--- src/rtl/multicycle_ctrl.sv ---
// Multi-cycle control FSM for the 16-bit RISC core: FETCH/DECODE/EXEC/MEM/WB sequencing.
// Optional performance counters (cyc_cnt, ret_cnt) are enabled by defining CTRL_PERF_CNT_EN.
module multicycle_ctrl #(
    parameter int CNT_W = 32
) (
    input  logic             clk,
    input  logic             rst_n,
    input  logic [3:0]       instr_opcode,
    input  logic             zero,
    input  logic             imem_ready,
    input  logic             dmem_ready,
    output logic             imem_req,
    output logic             dmem_req,
    output logic             dmem_we,
    output logic             ir_write,
    output logic             pc_write,
    output logic [1:0]       pc_src,
    output logic [1:0]       alu_op,
    output logic             alu_src,
    output logic             reg_write,
    output logic             mem_to_reg,
    output logic             illegal,
    output logic [3:0]       state
`ifdef CTRL_PERF_CNT_EN
    ,
    output logic [CNT_W-1:0] cyc_cnt,
    output logic [CNT_W-1:0] ret_cnt
`endif
);

    typedef enum logic [3:0] {
        S_FETCH  = 4'd0,
        S_DECODE = 4'd1,
        S_EXEC   = 4'd2,
        S_ALUWB  = 4'd3,
        S_ADDR   = 4'd4,
        S_MEM    = 4'd5,
        S_LDWB   = 4'd6,
        S_BRANCH = 4'd7,
        S_JUMP   = 4'd8
    } state_e;

    localparam logic [3:0] OP_LD  = 4'b0000;
    localparam logic [3:0] OP_ST  = 4'b0001;
    localparam logic [3:0] OP_BEQ = 4'b1011;
    localparam logic [3:0] OP_BNE = 4'b1100;
    localparam logic [3:0] OP_JMP = 4'b1101;

    state_e     state_q, state_d;
    logic [3:0] op_q, op_d;
    logic       illegal_q, illegal_d;

    always_ff @(posedge clk) begin
        if (!rst_n) begin
            state_q   <= S_FETCH;
            op_q      <= '0;
            illegal_q <= 1'b0;
        end else begin
            state_q   <= state_d;
            op_q      <= op_d;
            illegal_q <= illegal_d;
        end
    end

    always_comb begin
        state_d    = state_q;
        op_d       = op_q;
        illegal_d  = illegal_q;
        imem_req   = 1'b0;
        dmem_req   = 1'b0;
        dmem_we    = 1'b0;
        ir_write   = 1'b0;
        pc_write   = 1'b0;
        pc_src     = 2'b00;
        alu_op     = 2'b00;
        alu_src    = 1'b0;
        reg_write  = 1'b0;
        mem_to_reg = 1'b0;

        case (state_q)
            S_FETCH: begin
                imem_req = 1'b1;
                if (imem_ready) begin
                    ir_write = 1'b1;
                    pc_write = 1'b1;
                    state_d  = S_DECODE;
                end
            end
            S_DECODE: begin
                op_d = instr_opcode;
                if (instr_opcode <= OP_ST) begin
                    state_d = S_ADDR;
                end else if (instr_opcode <= 4'd9) begin
                    state_d = S_EXEC;
                end else if (instr_opcode == OP_BEQ || instr_opcode == OP_BNE) begin
                    state_d = S_BRANCH;
                end else if (instr_opcode == OP_JMP) begin
                    state_d = S_JUMP;
                end else begin
                    // Undefined opcode retires as a NOP but leaves a sticky flag.
                    illegal_d = 1'b1;
                    state_d   = S_FETCH;
                end
            end
            S_EXEC: begin
                state_d = S_ALUWB;
            end
            S_ALUWB: begin
                reg_write = 1'b1;
                state_d   = S_FETCH;
            end
            S_ADDR: begin
                alu_op  = 2'b10;
                alu_src = 1'b1;
                state_d = S_MEM;
            end
            S_MEM: begin
                dmem_req = 1'b1;
                dmem_we  = (op_q == OP_ST);
                if (dmem_ready) begin
                    state_d = (op_q == OP_LD) ? S_LDWB : S_FETCH;
                end
            end
            S_LDWB: begin
                reg_write  = 1'b1;
                mem_to_reg = 1'b1;
                state_d    = S_FETCH;
            end
            S_BRANCH: begin
                alu_op   = 2'b01;
                pc_src   = 2'b01;
                pc_write = ((op_q == OP_BEQ) && zero) || ((op_q == OP_BNE) && !zero);
                state_d  = S_FETCH;
            end
            S_JUMP: begin
                pc_write = 1'b1;
                pc_src   = 2'b10;
                state_d  = S_FETCH;
            end
            default: begin
                state_d = S_FETCH;
            end
        endcase

        // Asynchronously quiet the bus while reset is held so an in-flight access is dropped at once.
        if (!rst_n) begin
            imem_req   = 1'b0;
            dmem_req   = 1'b0;
            dmem_we    = 1'b0;
            ir_write   = 1'b0;
            pc_write   = 1'b0;
            pc_src     = 2'b00;
            alu_op     = 2'b00;
            alu_src    = 1'b0;
            reg_write  = 1'b0;
            mem_to_reg = 1'b0;
        end
    end

    assign illegal = illegal_q & rst_n;
    assign state   = state_q;

`ifdef CTRL_PERF_CNT_EN
    logic [CNT_W-1:0] cyc_cnt_q;
    logic [CNT_W-1:0] ret_cnt_q;

    always_ff @(posedge clk) begin
        if (!rst_n) begin
            cyc_cnt_q <= '0;
            ret_cnt_q <= '0;
        end else begin
            cyc_cnt_q <= cyc_cnt_q + CNT_W'(1);
            if (state_d == S_FETCH && state_q != S_FETCH) begin
                ret_cnt_q <= ret_cnt_q + CNT_W'(1);
            end
        end
    end

    assign cyc_cnt = cyc_cnt_q;
    assign ret_cnt = ret_cnt_q;
`endif

endmodule

--- config.mk ---
export PLATFORM = sky130hd
export DESIGN_NAME = multicycle_ctrl
export DESIGN_NICKNAME = d
export VERILOG_FILES = /design/src/rtl/multicycle_ctrl.sv
export SDC_FILE = /design/constraint.sdc
export NUM_CORES = 1
export LEC_CHECK = 0
export CORE_MARGIN = 10
export CORE_UTILIZATION = 38
export CTS_CLUSTER_SIZE = 25
export DETAILED_ROUTE_END_ITERATION = 6
export MAX_ROUTING_LAYER = met4
export PLACE_DENSITY_LB_ADDON = 0.2
export SETUP_SLACK_MARGIN = 0.02
export SKIP_LAST_GASP = 1
export SYNTH_ARGS = -nofsm -noshare
export SYNTH_HDL_FRONTEND = slang
export SYNTH_SLANG_ARGS = --single-unit
--- constraint.sdc ---
create_clock -name clk -period 1.5 [get_ports clk]
set_clock_uncertainty 0.15 [all_clocks]
set_input_delay 0.3 -clock clk [delete_from_list [all_inputs] [get_ports clk]]
set_output_delay 0.3 -clock clk [all_outputs]
set_load 0.05 [all_outputs]
==> impl_metrics.tcl, run 1 <==
set metrics [dict create \
    stop_stage "clock tree synthesis" \
    firstError "[ERROR DPL-0033] detailed placement checks failed during check placement." \
    status "stopped before the end" \
    cts_buffer_depth 2 \
    synth_seq_cells 9 \
    dp_hpwl_um 2150 \
    die_w_um 61.6 \
    syn_area_um2 658 \
    post-cts-setup-buffers 7 \
    cts_root_buf "clkbuf_4" \
    cts-htree-levels 1 \
    syn_area_per_cell_um2 7.56 \
    syn_inst 87 \
    synth_common_cells "nand2_1, dfxtp_1, a21oi_1" \
    initial_utilization 0.417 \
    cts_sinks 9 \
    ys_top_cells_by_area "dfxtp_1, a21oi_1, and3_1, nand2_1, nor2_1" \
    place.port_buffers 25 \
    ys.flop_type "dfxtp_1" \
    yosysSeqAreaShare 0.274 \
    synth_edf_count 0 \
    place_congestion 0.851 \
    cts_buffers 3 \
    post_cts_resized 26 \
    placed_area_um2 1420 \
    yosysWarnings 0 \
    synth_top_area_frac 0.274 \
    yosysTopAreaCell "dfxtp_1" \
    pre_cts_ws_ns -0.517 \
    rows 14 \
    dieHeight_um 61.6 \
    synth_cell_types 34 \
    synth.most_common_cell "nand2_1" \
    synth_nets 96 \
    io_pins 26 \
    synth-async-reset-ratio 0 \
    cts.hold.buffers_added 0 \
]
-- logic make-up after synthesis --
logic type,Yosys count,share of synthesized area
buffers and inverters,11,0.0836
muxes,2,0.0304
and+or+nand+nor,46,0.416
AOI/OAI and AO/OA,18,0.183
DFF,9,0.274
xor gates and xnor gates,1,0.0133
-- metrics by stage --
stage	hold slack, ns	std cells	util
after floorplan	0.216	87	-
after global placement	0.293	150	0.900
after detailed placement	0.333	150	0.900
==> run 2: changes to the inputs <==
Settings changed: CORE_AREA set to 10 10 71 73, CORE_MARGIN 10 to not set, CORE_UTILIZATION 38 to not set, CTS_CLUSTER_SIZE 25 to not set, DIE_AREA set to 0 0 81 83, MAX_ROUTING_LAYER met4 to not set, PLACE_DENSITY_LB_ADDON 0.2 to 0.15, SETUP_SLACK_MARGIN 0.02 to not set.
Clock period 1.5 ns to 2 ns, I/O delays scaled along.
==> run 2 against run 1 <==
The flow now finishes without violations; synthesized cell count unchanged; area after synthesis stayed put.
==> impl_metrics.tcl, run 2 <==
set metrics [dict create \
    grt.total_usage 0.0674 \
    crit_path_max_fanout 13 \
    ys.flop_type "dfxtp_1" \
    dp_hpwl_um 1850 \
    wl_met2_um 1100 \
    grt_pass1_vias 765 \
    wl_met3_um 193 \
    hold-worst-slack_ns 0.311 \
    arrival_ns 1.41 \
    num-nets-final 133 \
    setup.worst_path.class "reg2out" \
    peakVddDrop_v 0.000282 \
    hold_path_class "reg2reg" \
    power_mw 0.736 \
    wl_per_cell_um 13.8 \
    cts_root_buf "clkbuf_8" \
    pre_cts_ws_ns -0.222 \
    drtPass1Iterations 2 \
    drt_iter0_drc 36 \
    synth_top_area_frac 0.274 \
    maxCapViolations 0 \
    period_share 0.979 \
    core_um2 3630 \
    wl_met1_um 1060 \
    antenna_found_initial 0 \
    via_per_inst 4.51 \
    cts_tree "yes" \
    synth_seq_cells 9 \
    required_ns 1.45 \
    setup_slack_ns 0.0413 \
    grt-ovfl-total 0 \
    io_pins 26 \
    cts_buffer_depth 2 \
    rows 22 \
    finalSetupViolCount 0 \
    worstSetupStartpointType "flop" \
    cts.hold.buffers_added 0 \
    period_needed_ns 1.96 \
    syn_area_um2 658 \
    drc 0 \
    final_common_cell "buf_4" \
    leakage_nw 0.520 \
    initial_utilization 0.181 \
    dieHeight_um 83 \
    final_cell_mix "buf_4, buf_12, nand2_1, a21oi_1" \
    place.port_buffers 25 \
    yosysSeqAreaShare 0.274 \
    fin_util 0.362 \
    synth-async-reset-ratio 0 \
    yosysTopAreaCell "dfxtp_1" \
    syn_area_per_cell_um2 7.56 \
    rsz0062_at_grt "yes" \
    grt_max_degree 14 \
    clock_latency_ns 0.23 \
    synth.most_common_cell "nand2_1" \
    fmax_ghz 0.511 \
    slew_headroom 0.748 \
    die_area_um2 6720 \
    finalMaxSlewViolations 0 \
    area_delta_synth_final_pct 99.8 \
    top_layer "met4" \
    cts-htree-levels 1 \
    yosysWarnings 0 \
    place_congestion 0.712 \
    die_w_um 81 \
    vias 771 \
    synth_edf_count 0 \
    hold_violations 0 \
    synth_cell_types 34 \
    num_antenna_cells 0 \
    postRouteAntennaNets 0 \
    status "complete, no violations" \
    synth_common_cells "nand2_1, dfxtp_1, a21oi_1" \
    grt_pass1_wl_um 3680 \
    max_slew.worst_pin.slew_ns 0.377 \
    synth_nets 96 \
    cts_sinks 9 \
    powerDensity_nw_per_um2 560 \
    layout-drive-gt1-share 0.447 \
    finalWirelength_um 2350 \
    syn_inst 87 \
    cts.clk_slew.worst_paths_ns 0.05 \
    cts_buffers 3 \
    end_kind "output port" \
    ys_top_cells_by_area "dfxtp_1, a21oi_1, and3_1, nand2_1, nor2_1" \
]
## run 2: cell counts after synthesis
Identical to the previous run, type by type.
## run 2: what timing repair did
item | CTS | global route
setup endpoints to repair | 13 | 3
buffers inserted | 0 | 5
pin swaps | 4 | 5
resized for setup | 8 | 3
## run 2: kinds of logic after synthesis
| group | share of synthesized area |
|---|---|
| flops | 0.274 |
| compound gates | 0.183 |
| simple gates | 0.416 |
| xor+xnor | 0.0133 |
| buf+inv | 0.0836 |
| mux | 0.0304 |
## run 2: per-layer routing
metal,vias to the layer above,GRT usage
li1,387,-
met1,359,0.0794
met2,23,0.104
met3,2,0.0269
met4,0,0.0282
met5,-,0
## run 2: power breakdown
group	switching [mW]	total, mW	internal [mW]
combinational	0.155	0.292	0.137
clock	0.0689	0.207	0.139
sequential	0.0402	0.237	0.197
total	0.264	0.736	0.473
## run 2: layout make-up
cell class / instances / area [µm²]
fillers: 397 / 2320
multi-input cells: 67 / 510
repair buffers: 39 / 474
flip-flops and latches: 9 / 195
well taps: 48 / 60.1
clock buffers: 4 / 45.0
inverters: 4 / 30.0
## run 2: critical path, cell delays in order (launching register included)
cell and delay, ns:
dfxtp_4 0.39, nand4bb_4 0.24, nor2_4 0.15, and4b_4 0.25, buf_12 0.13
## run 2: through the flow
step / instance area [µm²] / std cells / setup TNS [ns]
after global routing: 1320 / 171 / -0.0331
after floorplan: 781 / 87 / -0.172
after global placement: 1200 / 162 / -1.99
after CTS: 1260 / 166 / -0.00963
after detailed placement: 1200 / 162 / -2.02
final: 1320 / 171 / 0
## run 2: worst paths after layout
kind / from / cells past startpoint / slack (ns) / end
hold / removal: illegal_q / 1 / 0.31 / illegal_q
setup / recovery: state[1] / 4 / 0.04 / dmem_we
hold reg to reg: illegal_q / 1 / 0.31 / illegal_q
setup reg to reg: state[1] / 4 / 0.33 / state[0]
(Power assumes the default switching activity.)
